==> config.mk <==
export PLATFORM = sky130hd
export DESIGN_NAME = read_cond_write_sequencer
export DESIGN_NICKNAME = d
export VERILOG_FILES = /design/src/rtl/rcw_pkg.sv /design/src/rtl/rcw_cmd_fifo.sv /design/src/rtl/read_cond_write_sequencer.sv
export SDC_FILE = /design/constraint.sdc
export NUM_CORES = 1
export LEC_CHECK = 0
export ABC_AREA = 1
export BUFFER_PORTS_ARGS = -buffer_cell sky130_fd_sc_hd__buf_2
export CELL_PAD_IN_SITES_DETAIL_PLACEMENT = 0
export CELL_PAD_IN_SITES_GLOBAL_PLACEMENT = 2
export CORE_MARGIN = 3
export CORE_UTILIZATION = 35
export CTS_CLUSTER_SIZE = 24
export DETAILED_ROUTE_END_ITERATION = 12
export MAX_ROUTING_LAYER = met4
export PLACE_DENSITY_LB_ADDON = 0.1
export SLEW_MARGIN = 20
export SYNTH_ARGS = -nofsm -noshare
export SYNTH_HDL_FRONTEND = slang
export SYNTH_SLANG_ARGS = --single-unit
==> constraint.sdc <==
create_clock -name clk -period 7 [get_ports clk]
set_input_delay 1.4 -clock clk [delete_from_list [all_inputs] [get_ports clk]]
set_output_delay 1.4 -clock clk [all_outputs]
set_load 0.02 [all_outputs]
==> src/rtl/rcw_pkg.sv <==
// Shared types and defaults for the read-conditional-write sequencer.
// Latency: n/a (types and constants only).
// Backpressure: n/a.
package rcw_pkg;

    localparam int          RCW_DEPTH_DEFAULT     = 4;
    localparam logic [31:0] RCW_PARK_ADDR_DEFAULT = 32'h7;

    // One queued command: target word address plus operation select.
    typedef struct packed {
        logic [31:0] addr;
        logic        inc;   // 1: mem[addr]++, 0: mem[addr] = mem[addr+4]
    } rcw_cmd_t;

endpackage

==> src/rtl/rcw_cmd_fifo.sv <==
// Command queue: DEPTH-entry circular buffer of rcw_cmd_t with extra-bit full/empty.
// Latency: a pushed entry is visible at the head the cycle after the push.
// Backpressure: full blocks pushes (no bypass); pop on empty is ignored.
module rcw_cmd_fifo
    import rcw_pkg::*;
#(
    parameter int DEPTH = RCW_DEPTH_DEFAULT
) (
    input  logic     clk,
    input  logic     reset,
    input  logic     push_vld,
    input  rcw_cmd_t push_dat,
    output logic     full,
    input  logic     pop,
    output rcw_cmd_t head_dat,
    output logic     empty
);

    localparam int AW = $clog2(DEPTH);

    logic [AW:0] wr_ptr_q, wr_ptr_d;
    logic [AW:0] rd_ptr_q, rd_ptr_d;
    rcw_cmd_t    store_q [DEPTH];
    rcw_cmd_t    store_d [DEPTH];
    logic        do_push;
    logic        do_pop;

    // Pointers share an index when the queue is empty or full; the extra MSB tells them apart.
    assign empty    = (wr_ptr_q == rd_ptr_q);
    assign full     = (wr_ptr_q[AW] != rd_ptr_q[AW]) && (wr_ptr_q[AW-1:0] == rd_ptr_q[AW-1:0]);
    assign do_push  = push_vld && !full;
    assign do_pop   = pop && !empty;
    assign head_dat = store_q[rd_ptr_q[AW-1:0]];

    // Next pointer values and storage write; push and pop may happen together.
    always_comb begin
        wr_ptr_d = wr_ptr_q + {{AW{1'b0}}, do_push};
        rd_ptr_d = rd_ptr_q + {{AW{1'b0}}, do_pop};
        store_d  = store_q;
        if (do_push) begin
            store_d[wr_ptr_q[AW-1:0]] = push_dat;
        end
    end

    // Pointer registers; reset empties the queue.
    always_ff @(posedge clk or negedge reset) begin
        if (!reset) begin
            wr_ptr_q <= '0;
            rd_ptr_q <= '0;
        end else begin
            wr_ptr_q <= wr_ptr_d;
            rd_ptr_q <= rd_ptr_d;
        end
    end

    // Entry storage holds data only, so it needs no reset.
    always_ff @(posedge clk) begin
        store_q <= store_d;
    end

endmodule

==> src/rtl/read_cond_write_sequencer.sv <==
// Queues commands and issues each once to a downstream read-modify-write stage, returning the pre-update word.
// Latency: accept N, issue N+1, rsp_valid N+2; one command per cycle sustained while rsp_ready=1.
// Backpressure: cmd_ready drops when the queue is full; a held response stalls issue. Option: RCW_SEQ_STATS_EN.
module read_cond_write_sequencer
    import rcw_pkg::*;
#(
    parameter int          DEPTH     = RCW_DEPTH_DEFAULT,
    parameter logic [31:0] PARK_ADDR = RCW_PARK_ADDR_DEFAULT
) (
    input  logic        clk,
    input  logic        reset,
    input  logic        cmd_valid,
    output logic        cmd_ready,
    input  logic [31:0] cmd_addr,
    input  logic        cmd_inc,
    output logic        mem_enable,
    output logic [31:0] mem_addr,
    input  logic [31:0] mem_rdata,
    output logic        rsp_valid,
    input  logic        rsp_ready,
    output logic [31:0] rsp_data,
    output logic [31:0] rsp_addr
`ifdef RCW_SEQ_STATS_EN
    ,
    output logic [15:0] stat_issued,
    output logic [15:0] stat_stall
`endif
);

    rcw_cmd_t    push_dat;
    rcw_cmd_t    head_dat;
    logic        fifo_full;
    logic        fifo_empty;
    logic        issue;
    logic        live_q, live_d;
    logic        rsp_valid_q, rsp_valid_d;
    logic [31:0] rsp_data_q, rsp_data_d;
    logic [31:0] rsp_addr_q, rsp_addr_d;

    assign push_dat  = '{addr: cmd_addr, inc: cmd_inc};
    assign cmd_ready = live_q && !fifo_full;

    rcw_cmd_fifo #(
        .DEPTH (DEPTH)
    ) u_cmd_fifo (
        .clk      (clk),
        .reset    (reset),
        .push_vld (cmd_valid && cmd_ready),
        .push_dat (push_dat),
        .full     (fifo_full),
        .pop      (issue),
        .head_dat (head_dat),
        .empty    (fifo_empty)
    );

    // Issue the head only when the response slot is free or being drained; otherwise park,
    // since the downstream stage writes every cycle and must only touch the park word.
    always_comb begin
        issue      = !fifo_empty && (!rsp_valid_q || rsp_ready);
        mem_addr   = PARK_ADDR;
        mem_enable = 1'b0;
        if (issue) begin
            mem_addr   = head_dat.addr;
            mem_enable = head_dat.inc;
        end
    end

    // Response slot: load the pre-update word on issue, clear on handshake, otherwise hold.
    always_comb begin
        live_d      = 1'b1;
        rsp_valid_d = rsp_valid_q;
        rsp_data_d  = rsp_data_q;
        rsp_addr_d  = rsp_addr_q;
        if (issue) begin
            rsp_valid_d = 1'b1;
            rsp_data_d  = mem_rdata;
            rsp_addr_d  = head_dat.addr;
        end else if (rsp_ready) begin
            rsp_valid_d = 1'b0;
        end
    end

    // Response and out-of-reset registers.
    always_ff @(posedge clk or negedge reset) begin
        if (!reset) begin
            live_q      <= 1'b0;
            rsp_valid_q <= 1'b0;
            rsp_data_q  <= '0;
            rsp_addr_q  <= '0;
        end else begin
            live_q      <= live_d;
            rsp_valid_q <= rsp_valid_d;
            rsp_data_q  <= rsp_data_d;
            rsp_addr_q  <= rsp_addr_d;
        end
    end

    assign rsp_valid = rsp_valid_q;
    assign rsp_data  = rsp_data_q;
    assign rsp_addr  = rsp_addr_q;

`ifdef RCW_SEQ_STATS_EN
    logic [15:0] stat_issued_q, stat_issued_d;
    logic [15:0] stat_stall_q, stat_stall_d;

    // Saturating counts of issues and of cycles a response sits unaccepted.
    always_comb begin
        stat_issued_d = stat_issued_q;
        stat_stall_d  = stat_stall_q;
        if (issue && (stat_issued_q != 16'hFFFF)) begin
            stat_issued_d = stat_issued_q + 16'd1;
        end
        if (rsp_valid_q && !rsp_ready && (stat_stall_q != 16'hFFFF)) begin
            stat_stall_d = stat_stall_q + 16'd1;
        end
    end

    // Statistics registers.
    always_ff @(posedge clk or negedge reset) begin
        if (!reset) begin
            stat_issued_q <= '0;
            stat_stall_q  <= '0;
        end else begin
            stat_issued_q <= stat_issued_d;
            stat_stall_q  <= stat_stall_d;
        end
    end

    assign stat_issued = stat_issued_q;
    assign stat_stall  = stat_stall_q;
`endif

endmodule
==> impl_metrics.yaml <==
floorplan:
  coreArea_um2: 23800
  die_h_um: 162
  top_level_ports: 168
  die_w_um: 162
  rows: 56
  start_util_pct: 36.0
  dieArea_um2: 26400
detailed_routing:
  wl_um: 20400
  wl_per_cell_um: 14.9
  drt-initial-drc-count: 307
  antenna_left: 0
  remaining_drc_errors: 0
  drt_pass1_iterations: 4
  routed_via_density: 4.29
  vias: 5884
grt:
  grt_max_degree: 68
  first_global_vias: 5658
  grt_pass1_wl_um: 31700
  grtUsageTotal_pct: 15.8
  globalRoute.totalOverflow: 0
  antenna_found_initial: 2
worst_setup_path:
  critPathBufInv: 4
  path_class: "register to output port"
  path_max_fanout: 35
  cp-end-kind: "output port"
  cp-start-kind: "register"
  worstPathRequired_ps: 5600
  slowest_delay_ps: 970
  rrSetupSlack_ps: 3390
  cp_top_family: "buffers and inverters"
  slowest_stage: "dfrtp_2"
  arrival_ps: 3330
  path_cells: "clkinv_1 > buf_4 > nor2_1 > o21ai_0 > o21ai_0 > inv_1 > nor2_1 > buf_2"
min_path:
  hold_class: "register to register"
clocking:
  hold_buffers: 0
  clockBufferDepth: 3
  cts_buffers: 23
  cts.sinks: 204
  postCtsSetupRepairBufs: 0
  cts_tree: "done"
  cts_root_buf: "clkbuf_16"
  clk_pin_slew_worst_paths_ps: 60
  postCtsResizedCells: 0
  cts_htree_levels: 1
  clk_latency_ps: 500
flow_run:
  cap_violations: 0
sta:
  tns_ps: 0
  fin_crit_sh_pct: 67.6
  grt_setup_unrepaired: "false"
  tightest_slew_ps: 909
  fmax_mhz: 211
  clock_skew_ps: 11.3
  hold_viol: 0
  finalCriticalPeriod_ps: 4730
  report.final.slew_viol_count: 0
  slew_headroom_pct: 39.4
  setup-violations-final: 0
power:
  cellPowerDensity_nw_per_um2: 477
  report.power.total_mw: 5.00
  irDropWorstVdd_mv: 0.188
  power.leakage_nw: 5.38
final_layout:
  nNetsFinal: 1106
  syn_to_final_growth_pct: 22.7
  drive_above_1_share_pct: 21.3
place:
  gp_congestion: 0.695
  port_buffers: 167
  dp_hpwl_um: 12300
synth:
  ys_types: 20
  yosysSeqAreaShare_pct: 67.4
  synth.ff_latch_count: 204
  synth_nets: 945
  syn_area_um2: 8560
  yosysWarnings: 0
  syn_area_per_cell_um2: 9.82
  synth_cells: 872
status:
  status: "complete, no violations"
registers in the layout, indices dropped and copies added, names as in the netlist:
| name | cells |
|---|---|
| live_q | 1 |
| rsp_valid | 1 |
| u_cmd_fifo.rd_ptr_q | 3 |
| rsp_addr | 32 |
| u_cmd_fifo.wr_ptr_q | 3 |
| u_cmd_fifo.store_q | 132 |
| rsp_data | 32 |
cells in the final DEF, fill, tap and decap left out:
cell       count
nand2_1      303
inv_1        166
buf_2        166
edfxtp_1     132
nand3_1      130
dfrtp_1       70
clkbuf_16     23
buf_4         12
clkbuf_1       7
clkbuf_8       7
nor2_4         4
nor2_1         4
ha_1           4
diode_2        3
nand4_1        3
o21ai_0        3
nand2_2        2
xor2_1         2
bufinv_16      2
dfrtp_2        2
xnor2_2        1
inv_2          1
nand3_2        1
clkinv_1       1
inv_6          1
clkinv_2       1
clkinv_4       1
conb_1         1
final cells by class:
class                   instances  area (µm²)
fillers                      2271       13300
flip-flops and latches        204        5770
well taps                     319         399
clock buffers                  37         698
diodes                          3        7.51
inverters                     168         631
multi-input cells             458        1990
repair buffers                178         921
clock inverters                 5        82.6
Yosys cell counts, drive strengths merged:
cell / n / area, µm²
xnor2: 1 / 16.3
nand2: 305 / 1140
nand3: 131 / 661
xor2: 2 / 17.5
buf: 30 / 161
conb: 1 / 3.75
edfxtp: 132 / 3960
inv: 167 / 627
ha: 4 / 50.1
clkinv: 1 / 3.75
dfrtp: 72 / 1800
clkbuf: 12 / 45.0
nand4: 3 / 18.8
nor2: 8 / 30.0
o21ai: 3 / 15.0
logic make-up after synthesis:
| group | Yosys count | synth area share, % |
|---|---|---|
| and+or+nand+nor | 447 | 21.7 |
| buffers and inverters | 210 | 9.78 |
| DFF | 204 | 67.4 |
| adders and majority gates | 4 | 0.585 |
| AOI/OAI and AO/OA | 3 | 0.175 |
| xor gates and xnor gates | 3 | 0.395 |
| other | 1 | 0.0438 |
metal layers:
layer | GRT usage [%] | wire (µm) | share of wire (%) | vias to the layer above
met5 | - | 0 | 0 | -
met4 | 4.07 | 395 | 1.9 | 0
met3 | 3.74 | 1500 | 7.4 | 29
met2 | 25.0 | 9070 | 44 | 174
met1 | 20.7 | 9440 | 46 | 2637
li1 | - | - | - | 3044
metrics by stage:
step,std cells,util (%),instance area (µm²),setup WS [ps],hold slack (ps)
floorplan,872,-,8560,3490,473
global placement,1327,40.9,9710,2540,450
detailed placement,1327,40.9,9710,2490,454
CTS,1369,44.2,10500,2170,469
global route,1371,44.2,10500,2030,488
finish,1372,44.2,10500,2270,461
report_power, final:
| part | internal [mW] | switching (mW) | leakage, nW |
|---|---|---|---|
| Combinational | 0.603 | 1.42 | 2.93 |
| Clock | 0.755 | 0.458 | 0.383 |
| Sequential | 1.60 | 0.172 | 2.07 |
| Total | 2.96 | 2.05 | 5.38 |
worst min-delay path, stage by stage, from the launching register on:
cell and delay [ps]:
dfrtp_1 330, nand2_1 50, nand2_1 40
final timing paths:
check                                                    to  cells past startpoint                        startpoint
hold / removal                      rsp_data[2]$_DFFE_PN0P_                      2           rsp_data[2]$_DFFE_PN0P_
min in group asynchronous          rsp_addr[24]$_DFFE_PN0P_                      1                             reset
setup reg to reg           u_cmd_fifo.rd_ptr_q[2]$_DFF_PN0_                      9  u_cmd_fifo.rd_ptr_q[1]$_DFF_PN0_
max in group asynchronous  u_cmd_fifo.rd_ptr_q[0]$_DFF_PN0_                      2                             reset
setup / recovery                                 mem_enable                      8  u_cmd_fifo.rd_ptr_q[1]$_DFF_PN0_
hold reg to reg                     rsp_data[2]$_DFFE_PN0P_                      2           rsp_data[2]$_DFFE_PN0P_
(Power assumes the default switching activity.)
